[src/rtl/hazard_scoreboard_unit_if.sv]
// rtl/hazard_scoreboard_unit_if.sv - ID/EX hazard bundle between pipeline control and hazard unit
// The master side drives the ID instruction; the slave side returns stall/flush/forward controls.
interface hazard_scoreboard_unit_if #(
   parameter int CNT_W = 32
);
   logic             id_valid;
   logic [31:0]      id_instr;
   logic             branch_taken;
   logic             stall;
   logic             id_flush;
   logic             ex_valid;
   logic [1:0]       ex_fwd_a;
   logic [1:0]       ex_fwd_b;
   logic             illegal;
   logic [CNT_W-1:0] stall_cycles;

   modport master (
      output id_valid, id_instr, branch_taken,
      input  stall, id_flush, ex_valid, ex_fwd_a, ex_fwd_b, illegal, stall_cycles
   );

   modport slave (
      input  id_valid, id_instr, branch_taken,
      output stall, id_flush, ex_valid, ex_fwd_a, ex_fwd_b, illegal, stall_cycles
   );
endinterface

[src/rtl/hazard_scoreboard_unit.sv]
// rtl/hazard_scoreboard_unit.sv - RISC-V 5-stage hazard scoreboard with stall, flush and forwarding
// Per-register countdown scoreboard plus an EX/MEM destination shift register.
module hazard_scoreboard_unit #(
   parameter int NREG     = 32,
   parameter int RAW      = $clog2(NREG),
   parameter int LOAD_LAT = 1,
   parameter int FWD_EN   = 1,
   parameter int CNT_W    = 32
) (
   input  logic                    clk_i,
   input  logic                    rst_i,
   hazard_scoreboard_unit_if.slave hs
);
   localparam logic [6:0] OP_R     = 7'b0110011;
   localparam logic [6:0] OP_I     = 7'b0010011;
   localparam logic [6:0] OP_JALR  = 7'b1100111;
   localparam logic [6:0] OP_LOAD  = 7'b0000011;
   localparam logic [6:0] OP_S     = 7'b0100011;
   localparam logic [6:0] OP_B     = 7'b1100011;
   localparam logic [6:0] OP_JAL   = 7'b1101111;
   localparam logic [6:0] OP_LUI   = 7'b0110111;
   localparam logic [6:0] OP_AUIPC = 7'b0010111;

   logic [RAW-1:0]       rs1, rs2, rd;
   logic                 use_rs1, use_rs2, dec_wen, dec_load, dec_ill;
   logic                 rs1_hz, rs2_hz, stall, issue, wr_issue;
   logic [1:0]           set_val;
   logic [NREG-1:0][1:0] cnt_q, cnt_d;
   logic [RAW-1:0]       ex_rd_q, mem_rd_q;
   logic                 ex_wen_q, mem_wen_q, ex_valid_q;
   logic [1:0]           fwd_a_d, fwd_a_q, fwd_b_d, fwd_b_q;
   logic [CNT_W-1:0]     stall_cycles_q;
   logic                 unused_instr;

   assign rs1          = hs.id_instr[15 +: RAW];
   assign rs2          = hs.id_instr[20 +: RAW];
   assign rd           = hs.id_instr[7 +: RAW];
   assign unused_instr = ^{hs.id_instr[31:25], hs.id_instr[14:12]};

   always_comb begin
      use_rs1  = 1'b0;
      use_rs2  = 1'b0;
      dec_wen  = 1'b0;
      dec_load = 1'b0;
      dec_ill  = 1'b0;
      case (hs.id_instr[6:0])
         OP_R:                  begin use_rs1 = 1'b1; use_rs2 = 1'b1; dec_wen = 1'b1; end
         OP_I, OP_JALR:         begin use_rs1 = 1'b1; dec_wen = 1'b1; end
         OP_LOAD:               begin use_rs1 = 1'b1; dec_wen = 1'b1; dec_load = 1'b1; end
         OP_S, OP_B:            begin use_rs1 = 1'b1; use_rs2 = 1'b1; end
         OP_JAL, OP_LUI, OP_AUIPC: dec_wen = 1'b1;
         default:               dec_ill = 1'b1;
      endcase
   end

   // x0 never sets a count, so cnt_q[0] is always zero; the explicit checks keep intent visible
   assign rs1_hz   = use_rs1 && (rs1 != '0) && (cnt_q[rs1] != 2'd0);
   assign rs2_hz   = use_rs2 && (rs2 != '0) && (cnt_q[rs2] != 2'd0);
   assign stall    = hs.id_valid && !hs.branch_taken && (rs1_hz || rs2_hz);
   assign issue    = hs.id_valid && !stall && !hs.branch_taken && !dec_ill;
   assign wr_issue = issue && dec_wen && (rd != '0);
   assign set_val  = (FWD_EN != 0) ? (dec_load ? 2'(LOAD_LAT) : 2'd0) : 2'd2;

   always_comb begin
      for (int r = 0; r < NREG; r++) begin
         cnt_d[r] = (cnt_q[r] != 2'd0) ? cnt_q[r] - 2'd1 : 2'd0;
         if (wr_issue && (rd == RAW'(r)))
            cnt_d[r] = set_val;
      end
   end

   function automatic logic [1:0] fwd_sel(input logic use_rs, input logic [RAW-1:0] rs,
                                          input logic ex_wen, input logic [RAW-1:0] ex_rd,
                                          input logic mem_wen, input logic [RAW-1:0] mem_rd);
      if (!use_rs || rs == '0)            return 2'b00;
      else if (ex_wen && rs == ex_rd)     return 2'b01;
      else if (mem_wen && rs == mem_rd)   return 2'b10;
      else                                return 2'b00;
   endfunction

   always_comb begin
      fwd_a_d = 2'b00;
      fwd_b_d = 2'b00;
      if (issue && FWD_EN != 0) begin
         fwd_a_d = fwd_sel(use_rs1, rs1, ex_wen_q, ex_rd_q, mem_wen_q, mem_rd_q);
         fwd_b_d = fwd_sel(use_rs2, rs2, ex_wen_q, ex_rd_q, mem_wen_q, mem_rd_q);
      end
   end

   always_ff @(posedge clk_i) begin
      if (rst_i) begin
         cnt_q          <= '0;
         ex_rd_q        <= '0;
         ex_wen_q       <= 1'b0;
         mem_rd_q       <= '0;
         mem_wen_q      <= 1'b0;
         ex_valid_q     <= 1'b0;
         fwd_a_q        <= 2'b00;
         fwd_b_q        <= 2'b00;
         stall_cycles_q <= '0;
      end else begin
         cnt_q      <= cnt_d;
         ex_rd_q    <= rd;
         ex_wen_q   <= wr_issue;
         mem_rd_q   <= ex_rd_q;
         mem_wen_q  <= ex_wen_q;
         ex_valid_q <= issue;
         fwd_a_q    <= fwd_a_d;
         fwd_b_q    <= fwd_b_d;
         if (stall && !(&stall_cycles_q))
            stall_cycles_q <= stall_cycles_q + CNT_W'(1);
      end
   end

   assign hs.stall        = stall;
   assign hs.id_flush     = hs.branch_taken;
   assign hs.illegal      = hs.id_valid && dec_ill;
   assign hs.ex_valid     = ex_valid_q;
   assign hs.ex_fwd_a     = fwd_a_q;
   assign hs.ex_fwd_b     = fwd_b_q;
   assign hs.stall_cycles = stall_cycles_q;
endmodule

[src/flat_wrapper.sv]
// flat-port wrapper written by rule: the top's interface ports become plain ports
module hazard_scoreboard_unit_flat 
#(
   parameter int NREG     = 32,
   parameter int RAW      = $clog2(NREG),
   parameter int LOAD_LAT = 1,
   parameter int FWD_EN   = 1,
   parameter int CNT_W    = 32
)
  (clk_i, rst_i, hs_id_valid, hs_id_instr, hs_branch_taken, hs_stall, hs_id_flush, hs_ex_valid, hs_ex_fwd_a, hs_ex_fwd_b, hs_illegal, hs_stall_cycles);
  hazard_scoreboard_unit_if #(.CNT_W(CNT_W)) hs_i ();
  input  logic clk_i;
  input  logic rst_i;
  input wire logic [$bits(hs_i.id_valid)-1:0] hs_id_valid;
  input wire logic [$bits(hs_i.id_instr)-1:0] hs_id_instr;
  input wire logic [$bits(hs_i.branch_taken)-1:0] hs_branch_taken;
  output wire logic [$bits(hs_i.stall)-1:0] hs_stall;
  output wire logic [$bits(hs_i.id_flush)-1:0] hs_id_flush;
  output wire logic [$bits(hs_i.ex_valid)-1:0] hs_ex_valid;
  output wire logic [$bits(hs_i.ex_fwd_a)-1:0] hs_ex_fwd_a;
  output wire logic [$bits(hs_i.ex_fwd_b)-1:0] hs_ex_fwd_b;
  output wire logic [$bits(hs_i.illegal)-1:0] hs_illegal;
  output wire logic [$bits(hs_i.stall_cycles)-1:0] hs_stall_cycles;
  assign hs_i.id_valid = hs_id_valid;
  assign hs_i.id_instr = hs_id_instr;
  assign hs_i.branch_taken = hs_branch_taken;
  assign hs_stall = hs_i.stall;
  assign hs_id_flush = hs_i.id_flush;
  assign hs_ex_valid = hs_i.ex_valid;
  assign hs_ex_fwd_a = hs_i.ex_fwd_a;
  assign hs_ex_fwd_b = hs_i.ex_fwd_b;
  assign hs_illegal = hs_i.illegal;
  assign hs_stall_cycles = hs_i.stall_cycles;
  hazard_scoreboard_unit #(.NREG(NREG), .RAW(RAW), .LOAD_LAT(LOAD_LAT), .FWD_EN(FWD_EN), .CNT_W(CNT_W)) u_core (.clk_i(clk_i), .rst_i(rst_i), .hs(hs_i));
endmodule
[config.mk]
export PLATFORM = sky130hd
export DESIGN_NAME = hazard_scoreboard_unit_flat
export DESIGN_NICKNAME = d
export VERILOG_FILES = /design/src/rtl/hazard_scoreboard_unit_if.sv /design/src/rtl/hazard_scoreboard_unit.sv /design/src/flat_wrapper.sv
export SDC_FILE = /design/constraint.sdc
export NUM_CORES = 1
export LEC_CHECK = 0
export CAP_MARGIN = 5
export CORE_AREA = 2 2 117 119
export DETAILED_ROUTE_END_ITERATION = 10
export DIE_AREA = 0 0 119 121
export GPL_ROUTABILITY_DRIVEN = 0
export MAX_ROUTING_LAYER = met4
export PLACE_DENSITY_LB_ADDON = 0.08
export SLEW_MARGIN = 40
export SYNTH_ARGS = -nofsm -noshare
export SYNTH_HDL_FRONTEND = slang
export SYNTH_SLANG_ARGS = --single-unit
[constraint.sdc]
create_clock -name clk_i -period 2.93 [get_ports clk_i]
set_clock_uncertainty 0.05 [all_clocks]
set_input_delay 0.4395 -clock clk_i [delete_from_list [all_inputs] [get_ports clk_i]]
set_output_delay 0.4395 -clock clk_i [all_outputs]
set_load 0.02 [all_outputs]
==> summary.txt <==
Run status
  – Status: completed

Critical path
  – Max FO, Critical Path: 8
  – CP Data Required Time: 3.17 ns
  – Top delay family on crit path: simple AND/OR/NAND/NOR gates
  – Buf/Inv on CP: 3
  – Crit-path slowest cell: mux4_2
  – Worst Setup End Kind: flop
  – Critical path type: reg -> reg
  – Max incr delay on CP: 0.47 ns
  – CP Launch Type: flop
  – Crit path DAT: 3.15 ns
  – Cells along the critical path: or2_4, mux2_2, mux4_2, o211ai_2, o211ai_4, buf_6, buf_12, nor2_2, buf_4, nand4_1, nor4b_1

STA
  – Final setup viols: 0
  – Slew Viols, Final: 0
  – Fin crit share: 99.3%
  – Unrepaired setup endpoints after global routing: yes
  – FMAX: 344 MHz
  – Fin crit period: 2.91 ns
  – Worst-Margin Slew: 0.634 ns
  – Setup TNS Final: 0 ns
  – Slew margin rel.: 57.7%
  – Worst setup margin: 0.0192 ns
  – Final hold violation count: 0

Yosys
  – Synth Area in Adders: 12.1%
  – Dominant synthesized flop cell: dfxtp_1
  – Synth cell types: 51
  – Xor and xnor area share after synthesis: 3.65%
  – Yosys warns: 0
  – Flops & latches, synth: 113
  – Synthesized area: 6720 µm²
  – Post-synth ARST share: 0%
  – Sequential area share after synthesis: 33.7%
  – Syn Inst Count: 751
  – Synthesized area per cell: 8.94 µm²
  – Mux cell area share after synthesis: 6.93%
  – Largest family of logic cells by synthesized area: simple AND/OR/NAND/NOR gates
  – Synth Area in Compound Gates: 7.55%
  – Post-synth EDFFs: 0
  – Simple-gate share of the synthesized area: 29.2%
  – Mapped Nets: 852

Detailed routing
  – Via density per instance: 5.62
  – Post-route ant nets: 0
  – DR WL/cell: 17.2 µm
  – DR vias: 6,029
  – First DRT Iteration DRCs: 475
  – Drt drc: 0
  – Final wirelength: 18,400 µm
  – Pre-Repair DR Iteration Count: 5

Global routing
  – Total track usage: 26.9%
  – Largest net degree at the start of global routing: 86
  – Number of global-route vias before repair: 5,840
  – First-pass GRT wire length: 29,400 µm
  – Grt ovf: 0
  – Initial antenna violation count: 1

Placed design
  – Number of port buffers: 65
  – DP Wirelength: 13,000 µm
  – Place WS: -0.669 ns

Layout
  – Commonest non-fill, non-tap cell in the layout: dfxtp_1
  – Filler cells: 1,069
  – Area grow syn2layout: 30.9%
  – Final nets: 986
  – Commonest cells after routing, fill and taps aside: dfxtp_1, buf_4, inv_1
  – Ratio of cells with drive above 1 in the final layout: 18.3%
  – Final Core Density: 67.2%

Floorplan
  – Die Y-Extent: 121 µm
  – I/O Pins: 76
  – Die X: 119 µm
  – Placeable Area: 13,100 µm²
  – Row Count: 42
  – Initial Util: 51.3%
  – Die area: 14,400 µm²

Worst hold path
  – Hold crit path type: in -> reg

Pwr
  – Leakage dissipation: 3.24 nW
  – Peak VDD IR: 0.000298 V
  – Cell Pwr Density: 428 nW/µm²
  – Total power: 3.77 mW

Clocking
  – Hold-fix buffers, CTS: 0
  – Clk Latency, worst-skew pair: 0.42 ns
  – # clock sinks: 113
  – Clock tree buffer depth: 2
  – Num CTS Buffers: 17
  – Root Driver: clkbuf_16
  – Clock slew at reported path FFs: 0.05 ns
  – CTS tree: yes
  – H-tree depth: 4

Flow run
  – Total of max-cap violations: 0
==> what timing repair did <==
| action | CTS | global route |
|---|---|---|
| gates resized for setup | 29 | 22 |
| cloned | 1 | 3 |
| pin swaps | 5 | 8 |
| setup buffers | 3 | 5 |
| setup endpoints to repair | 75 | 46 |
==> logic make-up after synthesis <==
kind of cell,Yosys count
and+or+nand+nor,314
DFF,113
adders and majority gates,65
AOI/OAI and AO/OA,78
muxes,40
xor gates and xnor gates,28
buffers and inverters,113
==> cell type report <==
type / count / area [µm²] / area share [%]
Sequential cell: 113 / 2260 / 25.7
Multi-Input combinational cell: 525 / 4120 / 46.8
Clock buffer: 23 / 478 / 5.44
Clock inverter: 7 / 60.1 / 0.683
Tap cell: 176 / 220 / 2.50
Antenna cell: 1 / 2.50 / 0.0285
Timing Repair Buffer: 158 / 1390 / 15.8
Inverter: 70 / 263 / 2.99
==> layer usage <==
| metal | share of wire, % | GRT usage [%] | routed length [µm] | vias to the layer above |
|---|---|---|---|---|
| li1 | - | - | - | 2943 |
| met1 | 45 | 34.4 | 8250 | 2869 |
| met2 | 47 | 41.3 | 8710 | 178 |
| met3 | 5.4 | 5.40 | 996 | 39 |
| met4 | 2.5 | 12.1 | 461 | 0 |
| met5 | 0 | - | 0 | - |
==> cells in the mapped netlist, drive strengths merged, types with 2 or more instances <==
cell / n / area [µm²]
a311o: 6 / 60.1
nand2b: 37 / 231
nor2: 32 / 120
nand4: 20 / 125
and4: 6 / 52.6
nor2b: 24 / 150
nand3: 19 / 95.1
clkbuf: 25 / 93.8
o21ai: 23 / 115
and3: 7 / 43.8
or3: 13 / 81.3
buf: 18 / 103
inv: 70 / 263
and3b: 3 / 26.3
a31oi: 3 / 18.8
xnor2: 9 / 78.8
o31ai: 8 / 60.1
nor3b: 10 / 75.1
mux4: 5 / 113
or4: 12 / 90.1
nor4: 40 / 330
nand4b: 2 / 17.5
o41ai: 2 / 17.5
xor2: 19 / 166
a21oi: 22 / 110
nand2: 27 / 101
dfxtp: 113 / 2260
mux2: 2 / 22.5
or2: 8 / 50.1
o211ai: 5 / 47.5
o2111ai: 4 / 35.0
a2111oi: 2 / 17.5
and2: 7 / 43.8
nor3: 26 / 130
ha: 65 / 813
mux2i: 33 / 330
nor4b: 19 / 181
==> worst register-to-register path, stage by stage, from the launching register on <==
cell and delay [ns]:
dfxtp_2 0.32, or2_4 0.26, mux2_2 0.26, mux4_2 0.47, o211ai_2 0.21, o211ai_4 0.14
buf_6 0.17, buf_12 0.12, nor2_2 0.19, buf_4 0.20, nand4_1 0.18, nor4b_1 0.22
==> report_power, final <==
| part | internal (mW) | total [mW] | leakage [nW] | switching (mW) |
|---|---|---|---|---|
| combinational | 0.144 | 0.314 | 2.06 | 0.171 |
| clock | 1.21 | 1.90 | 0.272 | 0.689 |
| sequential | 1.55 | 1.55 | 0.912 | 0.00722 |
==> worst paths after layout <==
kind | start | cells past startpoint | slack, ns | to
hold / removal | rst_i | 2 | 0.41 | u_core.hs.stall_cycles[4]$_SDFFE_PP0P_
hold reg to reg | u_core.ex_wen_q$_SDFF_PP0_ | 1 | 0.43 | u_core.mem_wen_q$_SDFF_PP0_
setup / recovery | u_core.cnt_q[40]$_SDFF_PP0_ | 11 | 0.02 | u_core.cnt_q[53]$_SDFF_PP0_
setup reg to reg | u_core.cnt_q[40]$_SDFF_PP0_ | 11 | 0.02 | u_core.cnt_q[53]$_SDFF_PP0_
==> metrics by stage <==
stage               hold WS, ns  cell area, µm²  cells
detailed placement        0.417            8010   1030
CTS                       0.421            8640   1064
finish                    0.410            8790   1073
global route              0.441            8790   1073
floorplan                 0.380            6720    751
global placement          0.404            8010   1030
==> registers in the layout (all words and copies together) (netlist names) <==
name,count
u_core.hs.stall_cycles,32
u_core.ex_wen_q,1
u_core.hs.ex_valid,1
u_core.ex_rd_q,5
u_core.mem_wen_q,1
u_core.hs.ex_fwd_b,2
u_core.cnt_q,64
u_core.hs.ex_fwd_a,2
u_core.mem_rd_q,5
Note: power is estimated with default switching activity, not from simulation.
